--- config.mk ---
export PLATFORM = sky130hd
export DESIGN_NAME = calc_result_tx
export DESIGN_NICKNAME = d
export VERILOG_FILES = /design/src/rtl/calc_result_tx.sv
export SDC_FILE = /design/constraint.sdc
export NUM_CORES = 1
export LEC_CHECK = 0
export ABC_AREA = 1
export BUFFER_PORTS_ARGS = -buffer_cell sky130_fd_sc_hd__buf_4
export CAP_MARGIN = 10
export CORE_MARGIN = 3
export CORE_UTILIZATION = 30
export CTS_CLUSTER_DIAMETER = 60
export CTS_CLUSTER_SIZE = 16
export DETAILED_ROUTE_END_ITERATION = 12
export PLACE_DENSITY = 0.44
export SETUP_SLACK_MARGIN = 0.1
export SYNTH_ARGS = -nofsm -noshare
export SYNTH_HDL_FRONTEND = slang
export SYNTH_SLANG_ARGS = --single-unit
--- constraint.sdc ---
create_clock -name clock_i -period 4.24 [get_ports clock_i]
set_input_delay 0.848 -clock clock_i [delete_from_list [all_inputs] [get_ports clock_i]]
set_output_delay 0.848 -clock clock_i [all_outputs]
set_load 0.01 [all_outputs]
--- src/rtl/calc_result_tx.sv ---
// Framed serial transmitter for the calculator result: start, sign, result LSB-first,
// even parity over the payload, stop. Each bit is held clks_per_bit cycles.
module calc_result_tx #(
  parameter int unsigned width        = 8,
  parameter int unsigned clks_per_bit = 4
) (
  input  logic               clock_i,
  input  logic               reset_i,
  input  logic               send_i,
  input  logic [2*width-1:0] s_i,
  input  logic               signal_i,
  output logic               ready_o,
  output logic               tx_o,
  output logic               done_o
);

  localparam int unsigned PW = 2 * width + 1;
  localparam int unsigned CW = (clks_per_bit > 1) ? $clog2(clks_per_bit) : 1;
  localparam int unsigned BW = (PW > 1) ? $clog2(PW) : 1;
  localparam logic [CW-1:0] CYC_LAST = CW'(clks_per_bit - 1);
  localparam logic [BW-1:0] BIT_LAST = BW'(PW - 1);

  typedef enum logic [2:0] {
    IDLE,
    START,
    DATA,
    PARITY,
    STOP
  } state_e;

  state_e          state_q, state_d;
  logic [PW-1:0]   shift_q, shift_d;
  logic [BW-1:0]   bit_cnt_q, bit_cnt_d;
  logic [CW-1:0]   cyc_q, cyc_d;
  logic            parity_q, parity_d;
  logic            tx_q, tx_d;
  logic            ready_q, ready_d;
  logic            done_q, done_d;
  logic            bit_end;

  assign bit_end = (cyc_q == CYC_LAST);

  always_comb begin
    state_d   = state_q;
    shift_d   = shift_q;
    bit_cnt_d = bit_cnt_q;
    parity_d  = parity_q;
    tx_d      = tx_q;
    ready_d   = ready_q;
    done_d    = 1'b0;
    cyc_d     = (state_q == IDLE || bit_end) ? '0 : cyc_q + CW'(1);

    // tx_d is loaded with the next bit on the edge that ends the current one,
    // so the line value is always a registered output.
    unique case (state_q)
      IDLE: begin
        tx_d    = 1'b1;
        ready_d = 1'b1;
        if (send_i) begin
          shift_d   = {s_i, signal_i};
          parity_d  = ^{s_i, signal_i};
          bit_cnt_d = '0;
          state_d   = START;
          tx_d      = 1'b0;
          ready_d   = 1'b0;
        end
      end
      START: begin
        if (bit_end) begin
          state_d = DATA;
          tx_d    = shift_q[0];
        end
      end
      DATA: begin
        if (bit_end) begin
          if (bit_cnt_q == BIT_LAST) begin
            state_d = PARITY;
            tx_d    = parity_q;
          end else begin
            bit_cnt_d = bit_cnt_q + BW'(1);
            shift_d   = shift_q >> 1;
            tx_d      = shift_q[1];
          end
        end
      end
      PARITY: begin
        if (bit_end) begin
          state_d = STOP;
          tx_d    = 1'b1;
        end
      end
      STOP: begin
        if (bit_end) begin
          state_d   = IDLE;
          tx_d      = 1'b1;
          ready_d   = 1'b1;
          done_d    = 1'b1;
          bit_cnt_d = '0;
        end
      end
      default: begin
        state_d = IDLE;
        tx_d    = 1'b1;
        ready_d = 1'b1;
      end
    endcase
  end

  always_ff @(posedge clock_i) begin
    if (reset_i) begin
      state_q   <= IDLE;
      shift_q   <= '0;
      bit_cnt_q <= '0;
      cyc_q     <= '0;
      parity_q  <= 1'b0;
      tx_q      <= 1'b1;
      ready_q   <= 1'b1;
      done_q    <= 1'b0;
    end else begin
      state_q   <= state_d;
      shift_q   <= shift_d;
      bit_cnt_q <= bit_cnt_d;
      cyc_q     <= cyc_d;
      parity_q  <= parity_d;
      tx_q      <= tx_d;
      ready_q   <= ready_d;
      done_q    <= done_d;
    end
  end

  assign tx_o    = tx_q;
  assign ready_o = ready_q;
  assign done_o  = done_q;

endmodule

==> run_summary.xml <==
<?xml version="1.0" encoding="UTF-8"?>
<metrics>
  <group name="pwr">
    <metric name="netSwitchingFraction" unit="%">44.8</metric>
    <metric name="power_report.internal_total" unit="uW">712</metric>
    <metric name="switching_power" unit="uW">577</metric>
    <metric name="combinationalPowerShare" unit="%">48.2</metric>
    <metric name="worst_ir_drop_vdd" unit="V">0.000224</metric>
    <metric name="p_leak" unit="nW">1.02</metric>
    <metric name="power-per-cell-area" unit="mW/mm^2">615</metric>
    <metric name="power_frac_seq" unit="%">35.4</metric>
    <metric name="pwr-share-clk" unit="%">16.4</metric>
  </group>
  <group name="synthesis">
    <metric name="post-synth-top-count-cell" unit="">sky130_fd_sc_hd__nand2_1</metric>
    <metric name="yosysWarningCount" unit="">0</metric>
    <metric name="postSynthRegisterBits" unit="">31</metric>
    <metric name="synth_area_leaders" unit="">sky130_fd_sc_hd__dfxtp_1 (34%), sky130_fd_sc_hd__nand2_1 (17%), sky130_fd_sc_hd__inv_1 (9.7%), sky130_fd_sc_hd__a21oi_1 (6.8%), sky130_fd_sc_hd__o21ai_0 (6.6%)</metric>
    <metric name="netlist.area_leader.share" unit="%">34.0</metric>
    <metric name="yosysUniqueCellTypes" unit="">25</metric>
    <metric name="synth_area_per_cell" unit="um^2">6.34</metric>
    <metric name="synth_nets" unit="">311</metric>
    <metric name="synth.top_cells.by_count" unit="">sky130_fd_sc_hd__nand2_1 (81), sky130_fd_sc_hd__inv_1 (47), sky130_fd_sc_hd__dfxtp_1 (31)</metric>
    <metric name="synth_async_sr_flop_share" unit="%">0</metric>
    <metric name="seq_area_frac_synth" unit="%">34.0</metric>
    <metric name="synth_enable_flop_cells" unit="">0</metric>
    <metric name="post_synthesis_cell_type_with_the_largest_combined_area" unit="">sky130_fd_sc_hd__dfxtp_1</metric>
    <metric name="synth-main-ff-cell" unit="">sky130_fd_sc_hd__dfxtp_1</metric>
    <metric name="synth_cells" unit="">288</metric>
    <metric name="synthesis.area" unit="mm^2">0.00183</metric>
  </group>
  <group name="detailed_routing">
    <metric name="remaining_drc_errors" unit="">0</metric>
    <metric name="number_of_vias_in_the_routed_layout" unit="">1699</metric>
    <metric name="post_drt_wl_per_cell" unit="um">10.3</metric>
    <metric name="ant_nets" unit="">0</metric>
    <metric name="detail_route.first_pass.iterations" unit="">4</metric>
    <metric name="postRouteWirelength" unit="um">3930</metric>
    <metric name="route.detailed.vias_per_inst" unit="">4.47</metric>
    <metric name="drt_first_iter_violations" unit="">53</metric>
  </group>
  <group name="clock_tree">
    <metric name="path_clk_slew" unit="ns">0.06</metric>
    <metric name="numClockSinks" unit="">31</metric>
    <metric name="cts_hold_buffers_added" unit="">0</metric>
    <metric name="max-clock-path-buffers" unit="">2</metric>
    <metric name="cts_made_buffers" unit="">5</metric>
    <metric name="tritoncts_clock_tree" unit="">built</metric>
    <metric name="insertion_delay" unit="ns">0.28</metric>
    <metric name="cts.htree.levels" unit="">2</metric>
    <metric name="root_buffer" unit="">sky130_fd_sc_hd__clkbuf_8</metric>
    <metric name="cts_setup_buffers" unit="">0</metric>
    <metric name="cts_resized" unit="">0</metric>
  </group>
  <group name="floorplanning">
    <metric name="die_area" unit="mm^2">0.00706</metric>
    <metric name="number_of_rows_in_the_core_area" unit="">27</metric>
    <metric name="initial_utilization" unit="%">32.0</metric>
    <metric name="fp.dieH" unit="um">84.0</metric>
    <metric name="fp.dieW" unit="um">84.0</metric>
    <metric name="ioPinCount" unit="">23</metric>
    <metric name="design.core.area" unit="mm^2">0.00571</metric>
  </group>
  <group name="timing">
    <metric name="clock-skew-final" unit="ns">0.00267</metric>
    <metric name="fin_tns_setup" unit="ns">0</metric>
    <metric name="grt_setup_unrepaired" unit="">false</metric>
    <metric name="slew_headroom" unit="%">57.1</metric>
    <metric name="final_worst_path_period_share" unit="%">43.2</metric>
    <metric name="final-setup-viol-count" unit="">0</metric>
    <metric name="timing.hold.ws" unit="ns">0.428</metric>
    <metric name="timing_hold_violations_final" unit="">0</metric>
    <metric name="final-max-slew-violation-count" unit="">0</metric>
    <metric name="worst_slew_pin_tran" unit="ns">0.643</metric>
    <metric name="timing.fmax" unit="GHz">0.547</metric>
    <metric name="finalCriticalPeriod" unit="ns">1.83</metric>
  </group>
  <group name="setup_path">
    <metric name="worst_path_class_setup" unit="">reg2reg</metric>
    <metric name="critPathLaunchType" unit="">register</metric>
    <metric name="worst-path-max-fanout" unit="">33</metric>
    <metric name="arrival" unit="ns">2.04</metric>
    <metric name="worst_setup_path_end_kind" unit="">register</metric>
    <metric name="critPathRequiredTime" unit="ns">4.45</metric>
  </group>
  <group name="cells_and_area">
    <metric name="final_util" unit="%">36.7</metric>
    <metric name="num_antenna_cells" unit="">0</metric>
    <metric name="num-fill-cells" unit="">638</metric>
    <metric name="drive_gt1_share" unit="%">13.3</metric>
    <metric name="layout.nets" unit="">332</metric>
    <metric name="instances_no_fill" unit="">380</metric>
    <metric name="area_growth_syn_to_layout" unit="%">14.8</metric>
  </group>
  <group name="global_route">
    <metric name="global_route.overflow_total" unit="">0</metric>
    <metric name="grt_antenna_before_repair" unit="">0</metric>
    <metric name="vias_in_the_first_global_route" unit="">1526</metric>
    <metric name="grt_max_degree" unit="">34</metric>
    <metric name="grt_pass1_wl" unit="um">7060</metric>
    <metric name="global_route_total_usage_across_every_layer" unit="%">12.1</metric>
  </group>
  <group name="placement">
    <metric name="dpl.cell_count" unit="">374</metric>
    <metric name="placement.io_buffers" unit="">22</metric>
    <metric name="post-dp-hpwl" unit="um">2850</metric>
    <metric name="finalWeightedCongestion" unit="">0.781</metric>
  </group>
  <group name="worst_hold_path">
    <metric name="worstHoldPathType" unit="">reg2reg</metric>
  </group>
  <group name="flow_run">
    <metric name="drv.max_cap_violation_count" unit="">0</metric>
  </group>
  <group name="outcome">
    <metric name="run_status" unit="">finished, final reports clean</metric>
  </group>
</metrics>
==> path summary, 6_finish.rpt <==
path / endpoint / slack (ns) / from / cells after the start
hold / removal: cyc_q[0]$_SDFF_PP0_ / 0.43 / cyc_q[0]$_SDFF_PP0_ / 1
setup reg to reg: shift_q[2]$_SDFFE_PP0P_ / 2.41 / state_q[2]$_SDFFE_PP0P_ / 9
hold reg to reg: cyc_q[0]$_SDFF_PP0_ / 0.43 / cyc_q[0]$_SDFF_PP0_ / 1
setup / recovery: shift_q[2]$_SDFFE_PP0P_ / 2.41 / state_q[2]$_SDFFE_PP0P_ / 9
==> sequential cells by signal, summed over array words and instances (netlist names) <==
name and count:
state_q 3, parity_q 1, done_o 1, ready_o 1, bit_cnt_q 5, shift_q 17
cyc_q 2, tx_o 1
==> power by group through the flow <==
stage                     sequential (mW)  combinational, mW  clock [mW]
final                               0.457              0.621       0.211
after global routing                0.474              0.728       0.234
after CTS                           0.458              0.633       0.221
after detailed placement            0.464              0.628           0
after global placement              0.465              0.634           0
after floorplan                     0.458              0.542           0
==> layout make-up <==
| type | count | area (um^2) | area share (%) |
|---|---|---|---|
| clock buffer | 6 | 72.6 | 3.46 |
| inverter | 51 | 191 | 9.13 |
| multi-input combinational | 198 | 957 | 45.6 |
| sequential | 31 | 621 | 29.6 |
| tap | 72 | 90.1 | 4.30 |
| timing repair buffer | 22 | 165 | 7.88 |
==> worst max-delay path, cell delays in order, from the launching register on <==
cell	delay, ns
sky130_fd_sc_hd__dfxtp_1	0.37
sky130_fd_sc_hd__nor2_2	0.11
sky130_fd_sc_hd__inv_2	0.07
sky130_fd_sc_hd__nor2_8	0.30
sky130_fd_sc_hd__nand2_2	0.08
sky130_fd_sc_hd__nand2_2	0.10
sky130_fd_sc_hd__a21oi_2	0.05
sky130_fd_sc_hd__inv_2	0.38
sky130_fd_sc_hd__o21ai_0	0.14
sky130_fd_sc_hd__a21oi_1	0.15
==> through the flow <==
stage | power [mW] | instance area [um^2] | setup slack (ns)
3_3_place_gp | 1.10 | 2020 | 2.28
5_1_grt | 1.44 | 2100 | 2.13
2_1_floorplan | 0.999 | 1830 | 2.63
4_1_cts | 1.31 | 2100 | 2.37
6_report | 1.29 | 2100 | 2.41
3_5_place_dp | 1.09 | 2020 | 2.24
==> layer usage <==
| layer | part of all wire [%] | GRT usage [%] | vias to the layer above |
|---|---|---|---|
| met5 | 0 | 0 | - |
| met4 | 1.2 | 3.95 | 0 |
| met3 | 3.7 | 3.65 | 5 |
| met2 | 41 | 18.4 | 19 |
| met1 | 54 | 16.3 | 728 |
| li1 | - | - | 947 |
==> cells by family after synthesis <==
kind of cell               count (synthesis)  share of synthesized area (%)
DFF                                       31                           34.0
AOI/OAI and AO/OA                         67                           19.0
xor gates and xnor gates                   5                           2.40
buffers and inverters                     59                           13.6
adders and majority gates                  3                           2.06
and+or+nand+nor                          123                           28.9
==> cells in the final DEF (no fill, tap or decap), drive strengths merged <==
master  count
dfxtp      31
nand4       4
o211ai      1
o21a        1
xor2        3
nand2      84
nor2       19
nor3        1
xnor2       2
buf        22
inv        51
ha          3
nand3      15
a21oi      26
o21ai      39
clkbuf      6
Power figures use the tool's default switching activity.
